File: src/rtl/two_level_bpred.sv
// Local-history two-level branch predictor.
// A per-branch history table (BHT) selects a row of saturating counters (PHT).
// Lookups are registered with one cycle of latency. Retire trains both tables
// using the indices that travelled down the pipeline with the prediction.
// After reset or flush, the PHT is cleared one entry per cycle while busy is high.
module two_level_bpred #(
  parameter int PC_W      = 32,
  parameter int BHT_IDX_W = 4,
  parameter int HIST_W    = 4,
  parameter int PC_BITS   = 3,
  parameter int PC_LSB    = 2,
  parameter int CTR_W     = 2,
  localparam int PHT_W    = PC_BITS + HIST_W
) (
  input  logic                 clk,
  input  logic                 reset,
  input  logic                 flush,
  output logic                 busy,
  input  logic                 lk_valid,
  input  logic [PC_W-1:0]      lk_pc,
  output logic                 pred_valid,
  output logic                 pred_taken,
  output logic [PHT_W-1:0]     pred_pht_index,
  output logic [BHT_IDX_W-1:0] pred_bht_index,
  input  logic                 upd_valid,
  input  logic [PHT_W-1:0]     upd_pht_index,
  input  logic [BHT_IDX_W-1:0] upd_bht_index,
  input  logic                 upd_taken
);

  localparam int PHT_DEPTH = 1 << PHT_W;
  localparam int BHT_DEPTH = 1 << BHT_IDX_W;
  localparam int N_CHUNKS  = PC_W / BHT_IDX_W;
  // Weakly not-taken: MSB clear, all lower bits set.
  localparam logic [CTR_W-1:0] CLR_VAL = {1'b0, {(CTR_W-1){1'b1}}};

  typedef enum logic {ST_CLEAR, ST_RUN} state_t;

  state_t               state;
  logic [PHT_W-1:0]     clr_ptr;
  logic                 busy_r;

  logic [CTR_W-1:0]     pht [PHT_DEPTH];
  logic [HIST_W-1:0]    bht [BHT_DEPTH];

  logic                 run_p0;
  logic                 lk_fire_p0;
  logic                 upd_fire_p0;
  logic [BHT_IDX_W-1:0] lk_bht_idx_p0;
  logic [PHT_W-1:0]     lk_pht_idx_p0;

  logic                 vld_p1;
  logic                 pred_taken_p1;
  logic [PHT_W-1:0]     pred_pht_idx_p1;
  logic [BHT_IDX_W-1:0] pred_bht_idx_p1;

  // XOR-fold the whole PC into a BHT index so every PC bit contributes.
  function automatic logic [BHT_IDX_W-1:0] fold_pc(input logic [PC_W-1:0] pc);
    logic [BHT_IDX_W-1:0] acc;
    acc = '0;
    for (int i = 0; i < N_CHUNKS; i++) begin
      acc ^= pc[i*BHT_IDX_W +: BHT_IDX_W];
    end
    return acc;
  endfunction

  // Saturating up/down step of one PHT counter.
  function automatic logic [CTR_W-1:0] ctr_next(input logic [CTR_W-1:0] c,
                                                input logic             taken);
    if (taken) begin
      return (&c) ? c : c + CTR_W'(1);
    end else begin
      return (c == '0) ? c : c - CTR_W'(1);
    end
  endfunction

  // ---- stage p0: table read and index formation (combinational) ----
  assign run_p0        = (state == ST_RUN);
  assign lk_fire_p0    = run_p0 & lk_valid & ~reset;
  assign upd_fire_p0   = run_p0 & upd_valid & ~reset & ~flush;
  assign lk_bht_idx_p0 = fold_pc(lk_pc);
  assign lk_pht_idx_p0 = {lk_pc[PC_LSB+PC_BITS-1:PC_LSB], bht[lk_bht_idx_p0]};

  // Clear sequencer: walks clr_ptr over the PHT, restarting on reset or flush.
  always_ff @(posedge clk) begin
    if (reset || flush) begin
      state   <= ST_CLEAR;
      clr_ptr <= '0;
      busy_r  <= 1'b1;
    end else if (state == ST_CLEAR) begin
      clr_ptr <= clr_ptr + 1'b1;
      if (clr_ptr == {PHT_W{1'b1}}) begin
        state  <= ST_RUN;
        busy_r <= 1'b0;
      end
    end
  end

  // PHT write port: clear writes while sequencing, otherwise retire training.
  always_ff @(posedge clk) begin
    if (state == ST_CLEAR) begin
      pht[clr_ptr] <= CLR_VAL;
    end else if (upd_fire_p0) begin
      pht[upd_pht_index] <= ctr_next(pht[upd_pht_index], upd_taken);
    end
  end

  // BHT: wiped in one edge on reset/flush, otherwise shifts in resolved outcomes.
  always_ff @(posedge clk) begin
    if (reset || flush) begin
      for (int i = 0; i < BHT_DEPTH; i++) begin
        bht[i] <= '0;
      end
    end else if (upd_fire_p0) begin
      bht[upd_bht_index] <= {bht[upd_bht_index][HIST_W-2:0], upd_taken};
    end
  end

  // ---- stage p1: registered prediction, indices held when idle ----
  always_ff @(posedge clk) begin
    if (reset) begin
      vld_p1          <= 1'b0;
      pred_taken_p1   <= 1'b0;
      pred_pht_idx_p1 <= '0;
      pred_bht_idx_p1 <= '0;
    end else if (lk_fire_p0) begin
      vld_p1          <= 1'b1;
      pred_taken_p1   <= pht[lk_pht_idx_p0][CTR_W-1];
      pred_pht_idx_p1 <= lk_pht_idx_p0;
      pred_bht_idx_p1 <= lk_bht_idx_p0;
    end else begin
      vld_p1          <= 1'b0;
    end
  end

  assign busy           = busy_r;
  assign pred_valid     = vld_p1;
  assign pred_taken     = pred_taken_p1;
  assign pred_pht_index = pred_pht_idx_p1;
  assign pred_bht_index = pred_bht_idx_p1;

endmodule

File: config.mk
export PLATFORM = sky130hd
export DESIGN_NAME = two_level_bpred
export DESIGN_NICKNAME = d
export VERILOG_FILES = /design/src/rtl/two_level_bpred.sv
export SDC_FILE = /design/constraint.sdc
export NUM_CORES = 1
export LEC_CHECK = 0
export CAP_MARGIN = 30
export CORE_MARGIN = 4
export CORE_UTILIZATION = 30
export CTS_CLUSTER_DIAMETER = 200
export DETAILED_ROUTE_END_ITERATION = 6
export GPL_TIMING_DRIVEN = 0
export PLACE_DENSITY_LB_ADDON = 0.15
export SLEW_MARGIN = 10
export SYNTH_ARGS = -nofsm -noshare
export SYNTH_HDL_FRONTEND = slang
export SYNTH_SLANG_ARGS = --single-unit
File: constraint.sdc
create_clock -name clk -period 13.25 [get_ports clk]
set_input_delay 3.975 -clock clk [delete_from_list [all_inputs] [get_ports clk]]
set_output_delay 3.975 -clock clk [all_outputs]
set_load 0.01 [all_outputs]
-- Yosys cells after proc, flatten, opt, wreduce, memory -nomap -nowiden
Memory sizes are Yosys's and may differ from the RTL's. A register that Yosys moved wholly into a read port is not among the register bits.
Index checks and enable logic that the tools add are counted.
- register bits after elaboration: 21
- memory bits (writable): 320
- output and inout port bits: 14
- memories kept: 2
- add/sub/neg operators: 3
- eq/ne operators: 1
- mux-type cells: 22
- bitwise gates (word level): 15
- reduce and logical (&&, ||, !) cells: 6
- memory list (memory ; words ; width ; read ports ; clocked after memory_dff ; wr ports ; line ; text):
    pht ; 128 ; 2 ; 2 ; 1 ; 1 ; 43 ; logic [CTR_W-1:0] pht [PHT_DEPTH];
    bht ; 16 ; 4 ; 2 ; 0 ; 16 ; 44 ; logic [HIST_W-1:0] bht [BHT_DEPTH];
- operators with widths (kind ; number):
    4-bit XOR ; 7
    1-bit two-way mux ; 13
    2-bit two-way mux ; 6
    4-bit two-way mux ; 2
    7-bit by 1-bit adder with 7-bit output (second input constant) ; 1
    7-bit == test (second input constant) ; 1
    7-bit two-way mux ; 1
    1-bit AND ; 5
    2-bit AND reduction ; 2
    4-bit OR reduction ; 1
    1-bit NOT ; 3
    2-bit by 1-bit adder with 2-bit output (second input constant) ; 1
    2-bit zero test ; 1
    2-bit OR reduction ; 1
    2-bit by 1-bit subtractor with 2-bit output (second input constant) ; 1
    1-bit logical OR ; 1

-- Depth between registers and ports, before layout
- depth after elaboration: 8
- mapped depth: 16

-- Worst setup path before layout
Ideal clock, no wire load.
- path type: input to register
- start point: input upd_pht_index[0]
- end point: memory pht[0][0], data pin
- library setup time: 1.197 ns
- data arrival time: 11.695 ns
- data required time: 12.053 ns
- setup slack: 0.358 ns
- stages: 8
- cell sequence: buf_1 -> buf_1 -> mux4_2 -> mux4_2 -> mux4_2 -> mux2i_1 -> a21oi_1 -> o21ai_0
- cells in the longest elaborated chain, start to end: 7
- elaborated cells on any way between the ends: 11
- classes of those cells: 2 x add/sub; 6 x mux; 2 x reduce/logical; 1 x memory
- ends and longest elaborated chain (what ; line ; text):
    from (decl) ; 26 ; input logic [PHT_W-1:0] upd_pht_index,
    memory 128 x 2 bit * ; n/a ;
    2-bit by 1-bit subtractor with 2-bit output, or another cell as far along ; 73 ; return (c == '0) ? c : c - CTR_W'(1);
    2-bit two-way mux, on equally long branches ; 73, 71 ;
    2-bit two-way mux * ; 70 ; if (taken) begin
    2-bit two-way mux * ; 103 ; end else if (upd_fire_p0) begin
    2-bit two-way mux * ; 101 ; if (state == ST_CLEAR) begin
    2-bit two-way mux (no line) * ; n/a ;
    to (decl) ; 43 ;
Every way passes the cells marked *; elsewhere a longest branch is shown, timed or not. The select of a mux whose other input is x is not followed.

-- Worst setup path in the final report
- start point: input upd_pht_index[1]
- end point: memory pht[29][1], data pin
The elaborated chain is that of the path after synthesis.

==> summary.md <==
| Metric | Value |
|---|---|
| P_leak | `6.59 nW` |
| Yosys Warn Count | `0` |
| Clock skew | `between 0.02 and 0.025 ns` |
| Setup Slack @ Placement | `approximately 4.3 ns` |
| Vias/cell | `~5.2` |
| Final worst slack | `about 4.9 ns` |
| DRC | `0` |
| Flop pwr share | `40.2%` |
| Diodes inserted | `0` |
| Status | `complete, no violations` |
| CTS root buf | `clkbuf_16` |
| Largest net degree at the start of global routing | `36` |
| Crit end category | `flip-flop` |
| Seq cells post-synth | `~340` |
| Crit Path Class | `primary input to flip-flop` |
| Synth cell types | `54` |
| Reg2reg end | `pht[29][1]` |
| CTS tree | `built` |
| Switching power | `~0.00085 W` |
| H-tree Lvls | `2` |
| Tightest Hold Check Type | `flip-flop to flip-flop` |
| Core Area | `53900 sq um` |
| RSZ-0062 raised after global routing | `no` |
| Max-slew violation count | `0` |
| WL final | `~53000 microns` |
| Synth Flop Type | `edfxtp_1` |
| Reg2Reg Launch Point | `pht[100][1]` |
| CTS Buf Count | `between 40 and 50` |
| Hold_sp | `pred_pht_index[3]` |
| Combined area of the multi-input logic cells | `around 6000 sq um` |
| Top post-synthesis cells by area | `edfxtp_1 (59%), mux4_2 (14%), nor2_1 (5.2%)` |
| Final setup viols | `0` |
| DR iter-0 viols | `between 1k and 1.5k` |
| Vias | `approximately 10k` |
| Combinational Power Share | `around 20%` |
| Met3 usage | `under 10%` |
| Synth top area share | `58.6%` |
| Clock sinks | `342` |
| Switching Fraction | `28.9%` |
| RePlAce Congestion | `between 0.8 and 0.9` |
| DR pass1 iterations | `5` |
| Worst-Skew Late Latency | `between 0.5 and 0.6 ns` |
| Die X | `about 240 microns` |
| Met2 Use GR | `between 20% and 30%` |
| Hold Crit Endpoint | `pred_pht_index[3]` |
| Async set-reset flop share out of synthesis | `0%` |
| IO buf count | `51` |
| Clock Path Buffers | `3` |
| Max FO, Critical Path | `32` |
| Synth Cell Area | `around 16000 sq um` |
| Sequential fraction of the synthesis area | `61.3%` |
| Top cells by count, synth | `edfxtp_1 (320), nor2_1 (228), nand2_1 (140)` |
| Cell count of the worst reg-to-reg path | `9` |
| Max_cap viols | `0` |
| Final period util | `a little over three fifths` |
| First-pass GRT wire length | `between 70000 and 80000 microns` |
| Int Pwr | `between 0.002 and 0.0025 W` |
| Initial Util | `around 30%` |
| WL/cell | `26.6 microns` |
| Worst Path Required | `13.56 ns` |
| Reg area | `about 10000 sq um` |
| Die height | `approximately 240 microns` |
| GRT Max-Usage Layer | `met2` |
| Hold-fix buffers, CTS | `0` |
| Setup crit start kind | `primary input` |
| Post-synth EDFFs | `320` |
| Nets | `between 1k and 1.5k` |
| Arr. time, crit path | `about 8.6 ns` |
| Final hold vios | `0` |
| Pwr/cell area | `approximately 150 nW/um^2` |
| Clock slew at reported path FFs | `0.05 ns` |
| Placed Instances | `roughly 1.9k` |
| Minimum clock period | `8.33 ns` |
| Initial antenna violation count | `1` |
| Total congestion overflow | `0` |
| Fin cells | `between 1.5k and 2k` |
| Full die area | `a little under 60000 sq um` |
| Mapped Nets | `1199` |
| Layout cells sized above 1 | `18.1%` |
| Post-cts sizing count | `0` |
| Cell with the most instances after synthesis | `edfxtp_1` |
| Fillers | `around 5.1k` |
| Yosys top cell by area | `edfxtp_1` |
| VDD IR-drop max | `~110 uV` |
| Tot GR Track Use | `a little under a fifth` |
| Final Util | `between 30% and 40%` |
| Clock share of power | `39.7%` |
| Hpwl dp | `slightly below 40000 microns` |
| Mean Syn Cell Area | `14.3 sq um` |
| Syn Inst Count | `1149` |
| # Post-CTS Setup Buffers | `0` |
| Row count | `85` |
| Met1 GRT Util | `approximately a quarter` |
| I/O pin cnt | `63` |
| Area Overhead vs Synth | `19.8%` |
| Vias in the first global route | `10.6k` |
| Max frequency | `0.120 GHz` |
| WHS Path Cells | `2` |
| DRT antenna net count | `0` |
| R2r setup slk | `around 9.6 ns` |
| Rel. slew slack | `between 20% and 30%` |
| Worst-margin pin slew | `~1.0 ns` |
-- per-layer routing --
metal	part of all wire (%)	wire length, microns	up-vias
li1	-	-	4643
met2	48	25400	329
met5	0.024	13	-
met1	43	23100	5434
met4	2.8	1480	2
met3	6.0	3180	86
-- cell families (layout without fill, tap and decap cells) --
logic type / after synthesis / after routing / share of synthesized area, %
AO/OA/AOI/OAI: 61 / 61 / 2.76
XOR/XNOR: 34 / 34 / 1.91
adder cells (fa/ha/maj): 1 / 1 / 0.0763
buffers and inverters: 74 / 228 / 2.27
flip-flops: 342 / 342 / 61.3
multiplexers: 186 / 186 / 20.0
AND/OR/NAND/NOR: 451 / 451 / 11.6
-- layout make-up --
cell class	count	share of cell area (%)
clock inverters	28	1.57
clock buffers	48	5.46
flip-flops and latches	342	51.2
inverters	4	0.0764
repair buffers	78	4.94
plain buffers	70	1.85
well taps	696	4.43
multi-input cells	733	30.5
-- layout by cell type (no fill, tap or decap), types with 5 or more instances in the layout --
cell type / netlist / final
edfxtp_1: 320 / 320
nor2_1: 228 / 228
nand2_1: 140 / 140
mux4_2: 105 / 105
mux2i_1: 69 / 69
clkdlybuf4s50_1: 0 / 51
clkbuf_1: 44 / 49
clkbuf_16: 0 / 41
xnor2_1: 25 / 25
nand3_1: 22 / 22
dfxtp_1: 22 / 22
buf_8: 1 / 17
nand3b_1: 12 / 12
a21oi_1: 12 / 11
and3_1: 10 / 10
nor3_1: 9 / 9
buf_6: 7 / 9
a32oi_1: 9 / 9
buf_2: 3 / 7
xor2_1: 7 / 7
buf_4: 6 / 7
clkinv_1: 0 / 7
mux4_1: 6 / 6
a211oi_1: 6 / 6
a31oi_1: 6 / 6
clkinv_2: 0 / 6
mux2_2: 5 / 5
o21ai_0: 6 / 5
and2_1: 5 / 5
nand2b_1: 5 / 5
o31ai_1: 5 / 5
bufinv_16: 0 / 5
-- worst max-delay path by stage --
stage	end	from	cells after the start	slack [ns]
final	pht[29][1]	upd_pht_index[1]	12	4.92
after global routing	pht[14][0]	upd_pht_index[1]	13	4.70
after CTS	pht[29][1]	upd_pht_index[1]	12	4.93
after detailed placement	pht[28][0]	upd_pht_index[1]	12	4.28
after global placement	pht[116][0]	upd_pht_index[0]	8	-6.65
after floorplan	pht[0][0]	upd_pht_index[0]	8	0.36
-- worst max-delay path, cell delays in order --
cell      delay, ns
clkbuf_1       0.19
clkbuf_1       0.72
clkbuf_1       0.76
mux4_2         0.44
mux4_2         0.53
mux4_2         0.58
mux2_2         0.31
o21ai_0        0.30
a21oi_4        0.23
buf_16         0.23
buf_16         0.17
buf_12         0.17
-- sequential cells by signal, summed over array words and instances, names as in the netlist --
| name | count |
|---|---|
| bht | 64 |
| busy | 1 |
| clr_ptr | 7 |
| pht | 256 |
| pred_bht_index | 4 |
| pred_pht_index | 7 |
| pred_taken | 1 |
| pred_valid | 1 |
| run_p0 | 1 |
-- per-stage QoR --
| stage | hold slack [ns] | cell area [sq um] | TNS, ns | total power, W |
|---|---|---|---|---|
| 2_1_floorplan | 0.479 | 16400 | 0 | 0.00159 |
| 3_3_place_gp | 0.446 | 17800 | -1174.10 | 0.00179 |
| 3_5_place_dp | 0.451 | 18200 | 0 | 0.00179 |
| 4_1_cts | 0.463 | 19600 | 0 | 0.00296 |
| 5_1_grt | 0.479 | 19600 | 0 | 0.00304 |
| 6_report | 0.458 | 19600 | 0 | 0.00294 |
-- power groups by stage --
stage               combinational, W  clock [W]  sequential (W)
finish                      0.000592    0.00117         0.00118
global route                0.000623    0.00124         0.00118
CTS                         0.000590    0.00119         0.00118
detailed placement          0.000588          0         0.00120
global placement            0.000582          0         0.00120
floorplan                   0.000385          0         0.00120
No activity file was read; power rests on OpenSTA's default activity.
